<file path="src/rtl/im_pkg.sv">
// Shared definitions for the instruction-memory boot loader.
package im_pkg;

    // Default instruction memory depth in 32-bit words.
    localparam int unsigned NMEM_DEFAULT = 128;

    // Byte-lane order within a word: lane 0 is the first byte received and
    // lands in bits 31:24 (big-endian); lane 3 completes the word.
    localparam logic [1:0] LANE_FIRST = 2'd0;
    localparam logic [1:0] LANE_LAST  = 2'd3;

    // Loader states.
    typedef enum logic [2:0] {
        StIdle,
        StHdr,
        StData,
        StCsum,
        StRun,
        StErr
    } state_e;

endpackage

</file>
<file path="src/rtl/im_word_pack.sv">
// Packs a stream of bytes into big-endian 32-bit words. The first three lanes
// are held in a shift register; the fourth byte completes the word directly,
// so o_word/o_word_valid are valid in the cycle that byte is accepted.
module im_word_pack
    import im_pkg::*;
(
    input  logic        i_clk,
    input  logic        i_reset,
    input  logic        i_clear,
    input  logic        i_byte_en,
    input  logic [7:0]  i_byte,
    output logic        o_word_valid,
    output logic [31:0] o_word
);

    logic [1:0]  r_idx;
    logic [23:0] r_shift;

    assign o_word_valid = i_byte_en && (r_idx == LANE_LAST);
    assign o_word       = {r_shift, i_byte};

    // Shift accepted bytes in MSB-first; the lane index wraps after lane 3.
    always_ff @(posedge i_clk) begin
        if (i_reset || i_clear) begin
            r_idx   <= LANE_FIRST;
            r_shift <= '0;
        end else if (i_byte_en) begin
            r_idx   <= r_idx + 2'd1;
            r_shift <= {r_shift[15:0], i_byte};
        end
    end

endmodule

</file>
<file path="src/rtl/im_loader.sv">
// Boot-time instruction memory loader: receives a COUNT/data/CSUM byte frame,
// writes packed words sequentially into instruction memory, verifies the XOR
// checksum, and holds the CPU stalled until a good frame has been loaded.
module im_loader
    import im_pkg::*;
#(
    parameter int unsigned NMEM = NMEM_DEFAULT,
    parameter int unsigned AW   = 7
) (
    input  logic          i_clk,
    input  logic          i_reset,
    input  logic          i_start_load,
    input  logic          i_byte_valid,
    input  logic [7:0]    i_byte_data,
    output logic          o_byte_ready,
    input  logic [31:0]   i_fetch_addr,
    output logic [AW-1:0] o_rd_addr,
    output logic          o_mem_we,
    output logic [AW-1:0] o_mem_waddr,
    output logic [31:0]   o_mem_wdata,
    output logic          o_cpu_run,
    output logic          o_load_done,
    output logic          o_load_err,
    output logic [AW:0]   o_words_loaded
);

    state_e        r_state;
    state_e        w_state_next;
    logic          r_byte_ready;
    logic          r_mem_we;
    logic [AW-1:0] r_mem_waddr;
    logic [31:0]   r_mem_wdata;
    logic          r_load_done;
    logic          r_load_err;
    logic [AW:0]   r_words_loaded;
    logic [7:0]    r_count_m1;
    logic [7:0]    r_xor;

    logic          w_accept;
    logic          w_enter_hdr;
    logic          w_count_bad;
    logic          w_last_word;
    logic          w_csum_ok;
    logic          w_word_valid;
    logic [31:0]   w_word;
    logic          w_unused_fetch;

    assign w_accept    = i_byte_valid && r_byte_ready;
    assign w_enter_hdr = i_start_load &&
                         ((r_state == StIdle) || (r_state == StRun) || (r_state == StErr));
    // COUNT holds n; the frame carries n+1 words, which must fit in memory.
    assign w_count_bad = ({1'b0, i_byte_data} + 9'd1) > 9'(NMEM);
    // words_loaded is the index of the word being completed, so it equals n
    // on the final word.
    assign w_last_word = ({1'b0, r_count_m1} == 9'(r_words_loaded));
    assign w_csum_ok   = (i_byte_data == r_xor);

    im_word_pack u_word_pack (
        .i_clk        (i_clk),
        .i_reset      (i_reset),
        .i_clear      (w_enter_hdr),
        .i_byte_en    (w_accept && (r_state == StData)),
        .i_byte       (i_byte_data),
        .o_word_valid (w_word_valid),
        .o_word       (w_word)
    );

    // State register.
    always_ff @(posedge i_clk) begin
        if (i_reset) begin
            r_state <= StIdle;
        end else begin
            r_state <= w_state_next;
        end
    end

    // Next-state decode; start_load is only honoured outside a frame.
    always_comb begin
        w_state_next = r_state;
        case (r_state)
            StIdle:  if (w_enter_hdr) w_state_next = StHdr;
            StHdr:   if (w_accept) w_state_next = w_count_bad ? StErr : StData;
            StData:  if (w_word_valid && w_last_word) w_state_next = StCsum;
            StCsum:  if (w_accept) w_state_next = w_csum_ok ? StRun : StErr;
            StRun:   if (w_enter_hdr) w_state_next = StHdr;
            StErr:   if (w_enter_hdr) w_state_next = StHdr;
            default: w_state_next = StIdle;
        endcase
    end

    // Datapath: ready flag, word writes, counters, checksum and status flags.
    always_ff @(posedge i_clk) begin
        if (i_reset) begin
            r_byte_ready   <= 1'b0;
            r_mem_we       <= 1'b0;
            r_mem_waddr    <= '0;
            r_mem_wdata    <= '0;
            r_load_done    <= 1'b0;
            r_load_err     <= 1'b0;
            r_words_loaded <= '0;
            r_count_m1     <= '0;
            r_xor          <= '0;
        end else begin
            r_byte_ready <= (w_state_next == StHdr) || (w_state_next == StData) ||
                            (w_state_next == StCsum);
            r_mem_we     <= 1'b0;

            if (w_enter_hdr) begin
                r_words_loaded <= '0;
                r_load_done    <= 1'b0;
                r_load_err     <= 1'b0;
            end

            if (w_accept && (r_state == StHdr)) begin
                r_count_m1 <= i_byte_data;
                r_xor      <= i_byte_data;
                if (w_count_bad) begin
                    r_load_err <= 1'b1;
                end
            end

            if (w_accept && (r_state == StData)) begin
                r_xor <= r_xor ^ i_byte_data;
            end

            // The write address is the running word count.
            if (w_word_valid) begin
                r_mem_we       <= 1'b1;
                r_mem_waddr    <= r_words_loaded[AW-1:0];
                r_mem_wdata    <= w_word;
                r_words_loaded <= r_words_loaded + 1'b1;
            end

            if (w_accept && (r_state == StCsum)) begin
                if (w_csum_ok) begin
                    r_load_done <= 1'b1;
                end else begin
                    r_load_err <= 1'b1;
                end
            end
        end
    end

    assign w_unused_fetch = ^{i_fetch_addr[31:AW+2], i_fetch_addr[1:0]};

    assign o_byte_ready   = r_byte_ready;
    assign o_mem_we       = r_mem_we;
    assign o_mem_waddr    = r_mem_waddr;
    assign o_mem_wdata    = r_mem_wdata;
    assign o_cpu_run      = (r_state == StRun);
    assign o_load_done    = r_load_done;
    assign o_load_err     = r_load_err;
    assign o_words_loaded = r_words_loaded;
    // While loading, the read port follows the write address.
    assign o_rd_addr      = o_cpu_run ? i_fetch_addr[AW+1:2] : r_mem_waddr;

endmodule

</file>
<file path="config.mk">
export PLATFORM = sky130hd
export DESIGN_NAME = im_loader
export DESIGN_NICKNAME = d
export VERILOG_FILES = /design/src/rtl/im_pkg.sv /design/src/rtl/im_word_pack.sv /design/src/rtl/im_loader.sv
export SDC_FILE = /design/constraint.sdc
export NUM_CORES = 1
export LEC_CHECK = 0
export CAP_MARGIN = 5
export CORE_ASPECT_RATIO = 1.1
export CORE_MARGIN = 4
export CORE_UTILIZATION = 67
export DETAILED_ROUTE_END_ITERATION = 7
export DONT_BUFFER_PORTS = 1
export GPL_TIMING_DRIVEN = 1
export PLACE_DENSITY = 0.83
export REMOVE_ABC_BUFFERS = 1
export SYNTH_ARGS = -nofsm -noshare
export SYNTH_HDL_FRONTEND = slang
export SYNTH_SLANG_ARGS = --single-unit
export TNS_END_PERCENT = 1
</file>
<file path="constraint.sdc">
create_clock -name i_clk -period 4.1 [get_ports i_clk]
set_clock_uncertainty 0.1 [all_clocks]
set_input_delay 0.205 -clock i_clk [delete_from_list [all_inputs] [get_ports i_clk]]
set_output_delay 0.205 -clock i_clk [all_outputs]
set_load 0.02 [all_outputs]
</file>
==> results of run 1 <==
[flip-flops by register name, indices dropped and copies added, names as in the netlist, 2 cells and up]
name	flops
o_mem_wdata	32
u_word_pack.r_shift	24
o_words_loaded	8
r_count_m1	8
r_xor	8
o_mem_waddr	7
r_state	3
u_word_pack.r_idx	2
[worst paths after layout]
| path | from | to | slack (ns) | depth (start not counted) |
|---|---|---|---|---|
| min | i_start_load | o_byte_ready$_SDFF_PP0_ | 0.05 | 3 |
| min reg2reg | u_word_pack.r_shift[20]$_SDFFE_PP0N_ | o_mem_wdata[28]$_SDFFE_PP0P_ | 0.36 | 2 |
| max reg2reg | r_state[1]$_SDFF_PP0_ | o_words_loaded[6]$_SDFFE_PP0P_ | 1.50 | 5 |
| max | r_state[1]$_SDFF_PP0_ | o_words_loaded[6]$_SDFFE_PP0P_ | 1.50 | 5 |
[logic make-up after synthesis]
| family | after synthesis | share of synthesized area, % |
|---|---|---|
| compound gates | 110 | 15.6 |
| flops | 96 | 49.9 |
| mux | 10 | 2.89 |
| buf+inv | 37 | 4.22 |
| simple gates | 207 | 22.9 |
| fa+ha+maj | 2 | 0.650 |
| xor+xnor | 17 | 3.87 |
[timing repair]
action                                  4_1_cts  5_1_grt
hold endpoints to repair                     78        0
hold buffers                                  9        0
resized for setup                             0        0
endpoints found under the setup margin        0        0
[power by group]
part           internal [mW]  switching [mW]  leakage [nW]  total, mW
logic                 0.0238          0.0396         0.539     0.0634
registers              0.937         0.00891         0.774      0.946
clock network          0.257           0.325        0.0917      0.582
total                   1.22           0.374          1.40       1.59
[per-layer routing]
metal / wire, um / track usage, % / vias to the layer above
li1: - / - / 1577
met1: 3540 / 29.2 / 1533
met2: 4270 / 43.1 / 93
met3: 481 / 5.07 / 17
met4: 186 / 12.6 / 0
met5: 0 / 0 / -
[area by class of cell]
| cell class | instances | share of cell area (%) |
|---|---|---|
| clock buffers | 11 | 3.69 |
| multi-input cells | 346 | 43.0 |
| clock inverters | 5 | 1.01 |
| well taps | 75 | 2.28 |
| inverters | 5 | 0.457 |
| flip-flops and latches | 96 | 46.8 |
| repair buffers | 10 | 2.80 |
[cells in the mapped netlist (3+ instances only)]
master      n  area share (%)
a21oi_1    92              12
a32oi_1     9             2.0
and2_1      3            0.49
buf_1       6            0.58
buf_2       4            0.52
buf_4       3            0.58
clkbuf_1   18             1.8
dfxtp_1    96              50
inv_1       5            0.49
mux2_2      9             2.6
nand2_1   149              15
nand2b_1    3            0.49
nand3_1     7            0.91
nand4_1     5            0.81
nor2_1     21             2.0
nor3_1      5            0.65
o21ai_0     4            0.52
xnor2_1     9             2.0
xor2_1      8             1.8
[worst max-delay path: stages (launching register included)]
cell     delay (ns)
dfxtp_1        0.49
or3b_1         0.52
or2_2          0.68
nor2_1         0.26
nand4_1        0.13
mux2_2         0.30
[stage by stage]
| stage | cell area, um^2 | worst slack [ns] | std cells | hold slack [ns] |
|---|---|---|---|---|
| finish | 4110 | 1.50 | 548 | 0.0493 |
| global route | 4110 | 1.38 | 548 | 0.0496 |
| CTS | 4110 | 1.51 | 548 | 0.0313 |
| detailed placement | 3810 | 1.53 | 523 | 0.184 |
| global placement | 3810 | 1.59 | 523 | 0.183 |
| floorplan | 3710 | 1.80 | 447 | 0.174 |
==> summary.txt, run 1 <==
Outcome
  • Status: finished clean

Cells and area
  • Most common cell after layout, fill and taps aside: nand2_1
  • Layout cell share with drive strength beyond 1: ~7.2%
  • Antenna diode count: 0
  • Final Util: between 70 and 80%
  • Commonest non-fill, non-tap cells in the layout: nand2_1, dfxtp_1, a21oi_1, nor2_1, clkbuf_8
  • Area Overhead vs Synth: 6.69%
  • # fillers: 457
  • NumNets Final: 514
  • Multi-input combinational cell area: 1770 um^2
  • Register area: around 1900 um^2

Floorplan
  • Die ar.: 7020 um^2
  • Die Span Y: between 80 and 90 um
  • DIE WIDTH: 80.3 um
  • Core Footprint: between 5000 and 6000 um^2
  • Site Rows: 28
  • Initial Util: 70.4%
  • Number of top-level pins: roughly 100

Global route
  • Global-route wire length before repair: between 10000 and 15000 um
  • Gr ovfl total: 0
  • Antenna violations before repair: 0
  • Largest net degree at the start of global routing: 71
  • Vias in the first global route: 3100
  • GRT Util Overall: between 20% and 30%

CTS
  • Sink Count: 96
  • CTS Buf Count: 9
  • Htree depth: 3
  • Post CTS Setup Buffer Count: 0
  • CTS clk-pin slew, worst paths: around 0.09 ns
  • CTS tree: yes
  • Clock buffer depth: 2
  • Root Buffer: clkbuf_8
  • Clk_lat worst skew: between 0.3 and 0.4 ns

Routing
  • Post-route ant nets: 0
  • 1st-iter DRT viols: between 150 and 200
  • Detailed-route DRC error count: 0
  • Vias: between 3000 and 4000
  • Drt total wl: roughly 8500 um
  • Total iterations of the first detailed-routing run: 5
  • Via/cell ratio: between 5 and 6
  • Routed len/inst: 15.5 um

Worst setup path
  • WP data required: around 4.3 ns
  • Worst Path Max Fanout: 47
  • Crit end category: flip-flop
  • Critical path type: reg2reg
  • Arrival @ worst endpoint: around 2.8 ns
  • CP startpoint kind: flip-flop

Synthesis
  • Syn avg cell area: roughly 8.0 um^2
  • Post-synth cell types: 39
  • Asr flop ratio synth: 0%
  • Post-synth EDFFs: 0
  • Ys Warns: 0
  • Most used flip-flop cell after synthesis: dfxtp_1
  • Sequential area share after synthesis: between 40% and 50%
  • Mapped Cells: 479
  • Mapped cell area: 3850 um^2
  • Yosys reg bits: 96

Timing
  • Worst slew pin tran: about 1.0 ns
  • Final setup fails: 0
  • Minimum clock period: ~2.6 ns
  • Fmax: a little under 400 MHz
  • Fin crit share: a little under two thirds
  • Slew Viols, Final: 0
  • Setup TNS: 0 ns
  • RSZ-0062 raised after global routing: no
  • Rel. slew slack: 33.0%
  • Final hold vios: 0

Placed design
  • Buffers on Ports: 0
  • DPL Wire Length: between 5000 and 6000 um
  • Final RePlAce weighted congestion: 0.832

Flow run
  • # Max-Cap Violations: 0

Pwr
  • VDD IR max: around 0.38 mV
  • Pleak: 1.40 nW
  • Final total power: about 1.6 mW
  • Pwr dens: about 390 nW/um^2

Hold path
  • HP Class: in2reg
No activity file was read; power rests on OpenSTA's default activity.
==> run 2, diff against run 1 <==
ABC_AREA = 1   (was default)
CORE_UTILIZATION = 62   (was 67)
PLACE_DENSITY = 0.78   (was 0.83)
clock period = 2.5 ns   (was 4.1 ns; I/O delays follow)
==> summary.txt, run 2 <==
CTS
  • CTS clk-pin slew, worst paths: approximately 0.090 ns
  • Sink Count: 96
  • Clk_lat worst skew: 0.35 ns
  • CTS tree: yes
  • Root Buffer: clkbuf_8
  • CTS Buf Count: 9
  • Clock buffer depth: 2
  • Htree depth: 3

Pwr
  • Final total power: about 2.6 mW
  • Pleak: ~1.5 nW
  • VDD IR max: 0.459 mV
  • Pwr dens: 620 nW/um^2

Placed design
  • Buffers on Ports: 0
  • Post-DP Area: 3930 um^2
  • Place WS: around 0.57 ns
  • Final RePlAce weighted congestion: 0.845
  • DPL Wire Length: 5730 um
  • Placed cells: about 600

Floorplan
  • DIE WIDTH: about 84 um
  • Die Span Y: between 90 and 100 um
  • Initial Util: between 60% and 70%
  • Site Rows: 30
  • Number of top-level pins: roughly 100
  • Die ar.: 7660 um^2
  • Core Footprint: 6160 um^2

Cells and area
  • Antenna diode count: 0
  • Area Overhead vs Synth: 8.27%
  • Final Util: between 60 and 70%
  • Max FFs per register: 32
  • Cell area after layout: between 4000 and 5000 um^2
  • Most common cell after layout, fill and taps aside: nand2_1
  • Layout cell share with drive strength beyond 1: slightly above 6%
  • Commonest non-fill, non-tap cells in the layout: nand2_1, dfxtp_1, a21oi_1, inv_1, o21ai_0
  • Non-filler cells, final: around 630
  • NumNets Final: just under 600

Timing
  • RSZ-0062 raised after global routing: no
  • Minimum clock period: around 2.3 ns
  • Worst slew pin tran: 0.678 ns
  • Setup TNS: 0 ns
  • Fmax: roughly 440 MHz
  • Fin worst setup slack: approximately 0.21 ns
  • Final setup fails: 0
  • Rel. slew slack: ~54%
  • Final hold vios: 0
  • Fin crit share: 91.7%
  • Slew Viols, Final: 0
  • Hold Slack: between 0.02 and 0.03 ns

Routing
  • Routed len/inst: approximately 13 um
  • Via/cell ratio: between 5 and 6
  • Drt total wl: around 8500 um
  • Detailed-route DRC error count: 0
  • Total iterations of the first detailed-routing run: 5
  • 1st-iter DRT viols: about 200
  • Vias: between 3000 and 4000
  • Post-route ant nets: 0

Synthesis
  • Mapped Cells: 538
  • Ys Warns: 0
  • Post-synth cell types: 29
  • Sequential area share after synthesis: 49.1%
  • Asr flop ratio synth: 0%
  • Synth area leader: dfxtp_1
  • Mapped cell area: 3920 um^2
  • Most used flip-flop cell after synthesis: dfxtp_1
  • Yosys reg bits: 96
  • Top post-synthesis cells by area: dfxtp_1, nand2_1, a21oi_1
  • Largest family of logic cells by synthesized area: simple AND/OR/NAND/NOR gates
  • Post-Synth Simple-Gate Area: roughly a quarter
  • Most frequent cells after synthesis: nand2_1, dfxtp_1, a21oi_1
  • Top-count cell post-synth: nand2_1
  • Synth Area in Compound Gates: roughly 16%
  • Syn avg cell area: about 7.3 um^2
  • Post-synth EDFFs: 0
  • Top cell type's share of synthesized area: roughly half
  • Xor/xnor share of the synthesized area: 0.894%
  • Post-synthesis adder-cell area fraction: less than 1%
  • Mux contribution to synthesized area: 0%

Flow run
  • # Max-Cap Violations: 0

Hold path
  • HP Class: in2reg

Worst setup path
  • WP data required: ~2.7 ns
  • Critical path type: reg2reg
  • CP startpoint kind: flip-flop
  • Arrival @ worst endpoint: between 2 and 2.5 ns
  • Worst Path Max Fanout: 18
  • Crit end category: flip-flop

Global route
  • Gr ovfl total: 0
  • GRT Util Overall: between 20% and 30%
  • Vias in the first global route: 3081
  • Antenna violations before repair: 0
  • Global-route wire length before repair: about 14000 um
  • Largest net degree at the start of global routing: roughly 50

Outcome
  • Status: finished clean
[run 2: cell count changes in the layout (fill, tap and decap cells not counted), sizes merged, moves of 8 or more]
cell | before | now
inv | 5 | 50
nand2 | 150 | 190
a211oi | 0 | 8
a21oi | 92 | 65
mux2 | 9 | 0
a32oi | 9 | 0
xor2 | 8 | 0
nand3 | 7 | 23
o21ai | 4 | 28
[run 2: area by class of cell]
type / count / area (um^2)
clock buffers: 11 / 141
clock inverters: 5 / 40.0
fillers: 552 / 1910
inverters: 51 / 193
multi-input cells: 366 / 1670
flip-flops and latches: 96 / 1920
well taps: 80 / 100
repair buffers: 18 / 175
[run 2: critical path, cell delays in order, from the launching register on]
cell and delay [ns]:
dfxtp_1 0.45, nand2_1 0.22, nor2_4 0.16, nand2_2 0.06, clkinv_2 0.19, buf_4 0.26, nand2_1 0.08, a21oi_1 0.14
dlygate4sd3_1 0.57
[run 2: timing repair]
action / 4_1_cts / 5_1_grt
buffers inserted: 0 / 0
hold endpoints to repair: 66 / 0
setup endpoints to repair: 0 / 1
hold buffers: 12 / 0
resized for setup: 0 / 1
[run 2: worst paths after layout]
path / cells past startpoint / startpoint / slack, ns / endpoint
min: 5 / i_byte_data[4] / 0.03 / r_xor[4]$_SDFFE_PP0P_
max: 8 / o_byte_ready$_SDFF_PP0_ / 0.21 / o_mem_wdata[19]$_SDFFE_PP0P_
min reg2reg: 2 / u_word_pack.r_shift[16]$_SDFFE_PP0N_ / 0.36 / u_word_pack.r_shift[16]$_SDFFE_PP0N_
max reg2reg: 8 / o_byte_ready$_SDFF_PP0_ / 0.21 / o_mem_wdata[19]$_SDFFE_PP0P_
[run 2: cell families (layout without fill, tap and decap cells)]
kind of cell             Yosys count  after routing
adder cells (fa/ha/maj)            2              2
XOR/XNOR                           4              4
buffers and inverters             76             85
AO/OA/AOI/OAI                    114            114
AND/OR/NAND/NOR                  246            246
flip-flops                        96             96
[run 2: power breakdown]
| group | internal [mW] | total [mW] | switching, mW |
|---|---|---|---|
| combinational | 0.0485 | 0.154 | 0.105 |
| sequential | 1.54 | 1.55 | 0.0136 |
| clock | 0.394 | 0.920 | 0.526 |
[run 2: per-layer routing]
metal | vias to the layer above | GRT usage (%) | share of wire [%]
met4 | 0 | 7.37 | 1.0
met5 | - | 0 | 0
met2 | 78 | 37.2 | 48
met3 | 7 | 4.99 | 6.0
li1 | 1725 | - | -
met1 | 1511 | 28.4 | 45
==> run 3, diff against run 2 <==
ABC_AREA = default   (was 1)
==> summary.txt, run 3 (synthesis gave the netlist of run 1 again) <==
Outcome
  • Status: finished clean

Worst setup path
  • WP data required: between 2 and 3 ns
  • Arrival @ worst endpoint: between 2 and 2.5 ns
  • Crit end category: flip-flop
  • CP startpoint kind: flip-flop
  • Worst Path Max Fanout: 33
  • Critical path type: reg2reg

Pwr
  • Pleak: between 1 and 1.5 nW
  • Flop pwr share: about three fifths
  • Clock group share of total power: about a third
  • Comb pwr share: around 4.3%
  • Switching pwr: 617 uW
  • Pwr dens: 619 nW/um^2
  • Switching Share: between 20% and 30%
  • VDD IR max: around 0.46 mV
  • Int Pwr: 1.95 mW

Routing
  • Via/cell ratio: roughly 5.7
  • Detailed-route DRC error count: 0
  • Vias: roughly 3200
  • Total iterations of the first detailed-routing run: 4
  • Drt total wl: between 8000 and 9000 um
  • Routed len/inst: between 15 and 20 um
  • 1st-iter DRT viols: between 200 and 250
  • Post-route ant nets: 0

CTS
  • Clk_lat worst skew: roughly 0.36 ns
  • CTS clk-pin slew, worst paths: approximately 0.09 ns
  • Root Buffer: clkbuf_8
  • PostCTS Resize Cnt: 0
  • CTS hold repair buffers: 10
  • Htree depth: 3
  • Clock buffer depth: 2
  • Post CTS Setup Buffer Count: 0
  • CTS tree: yes
  • CTS Buf Count: 9
  • Sink Count: 96

Floorplan
  • Die Span Y: 90.6 um
  • Die ar.: ~7500 um^2
  • Number of top-level pins: 103
  • Site Rows: 29
  • Core Footprint: ~5900 um^2
  • DIE WIDTH: 83.1 um
  • Initial Util: ~65%

Hold path
  • HP Class: in2reg

Global route
  • Global-route wire length before repair: between 10000 and 15000 um
  • Vias in the first global route: between 2000 and 3000
  • Antenna violations before repair: 0
  • GRT Util Overall: ~23%
  • Gr ovfl total: 0
  • Largest net degree at the start of global routing: a little over 70

Placed design
  • Final RePlAce weighted congestion: about 0.8
  • Post-DP Area: between 3000 and 4000 um^2
  • Buffers on Ports: 0
  • DPL Wire Length: between 5000 and 6000 um
  • Placed cells: roughly 530

Cells and area
  • Cell area after layout: 4150 um^2
  • Area Overhead vs Synth: 7.83%
  • NumNets Final: between 500 and 600
  • Commonest non-fill, non-tap cells in the layout: nand2_1, dfxtp_1, a21oi_1, nor2_1
  • Max FFs per register: 32
  • Antenna diode count: 0
  • # fillers: 504
  • Layout cell share with drive strength beyond 1: under 10%
  • Non-filler cells, final: about 560
  • Most common cell after layout, fill and taps aside: nand2_1

Timing
  • Slew Viols, Final: 0
  • Final setup fails: 0
  • RSZ-0062 raised after global routing: no
  • Minimum clock period: approximately 2.3 ns
  • Fin crit share: roughly nine tenths
  • Rel. slew slack: between 50% and 60%
  • Hold Slack: 0.0172 ns
  • Final hold vios: 0
  • Fmax: about 440 MHz
  • Setup TNS: 0 ns
  • Worst slew pin tran: approximately 0.65 ns

Flow run
  • # Max-Cap Violations: 0
## run 3: power by group through the flow
| stage | logic [mW] | registers [mW] | clock network [mW] |
|---|---|---|---|
| CTS | 0.109 | 1.55 | 0.926 |
| global route | 0.121 | 1.56 | 0.993 |
| detailed placement | 0.0686 | 1.59 | 0 |
| floorplan | 0.0515 | 1.58 | 0 |
| finish | 0.110 | 1.55 | 0.907 |
| global placement | 0.0666 | 1.59 | 0 |
## run 3: layout make-up
| class | instances | area [um^2] | area share, % |
|---|---|---|---|
| Multi-Input combinational cell | 346 | 1770 | 42.5 |
| Clock buffer | 11 | 131 | 3.16 |
| Sequential cell | 96 | 1920 | 46.3 |
| Clock inverter | 5 | 40.0 | 0.964 |
| Timing Repair Buffer | 18 | 178 | 4.28 |
| Inverter | 5 | 18.8 | 0.452 |
| Tap cell | 77 | 96.3 | 2.32 |
## run 3: final timing paths
path | slack, ns | start | endpoint | depth (start not counted)
hold / removal | 0.02 | i_reset | r_state[2]$_SDFF_PP0_ | 2
setup / recovery | 0.20 | r_state[1]$_SDFF_PP0_ | r_xor[4]$_SDFFE_PP0P_ | 5
setup reg to reg | 0.20 | r_state[1]$_SDFF_PP0_ | r_xor[4]$_SDFFE_PP0P_ | 5
hold reg to reg | 0.36 | u_word_pack.r_shift[23]$_SDFFE_PP0N_ | o_mem_wdata[31]$_SDFFE_PP0P_ | 2
## run 3: per-layer routing
layer | global-route usage [%] | wire, um | vias up
met5 | 0 | 0 | -
met4 | 9.54 | 151 | 0
met3 | 5.20 | 461 | 16
met2 | 37.2 | 4200 | 77
met1 | 28.9 | 3650 | 1483
li1 | - | - | 1597
## run 3: critical path, cell delays in order (launching register included)
cell	delay [ns]
dfxtp_1	0.52
or3b_1	0.54
or2_2	0.61
nor2_1	0.19
a32oi_1	0.08
a21oi_1	0.18
## run 3: metrics by stage
stage / utilization (%) / setup WS, ns / power, mW
6_report: 70.2 / 0.203 / 2.57
5_1_grt: 70.2 / 0.0769 / 2.67
4_1_cts: 70.2 / 0.223 / 2.59
3_5_place_dp: 65.3 / 0.246 / 1.66
3_3_place_gp: 65.3 / 0.357 / 1.65
2_1_floorplan: - / 0.202 / 1.64
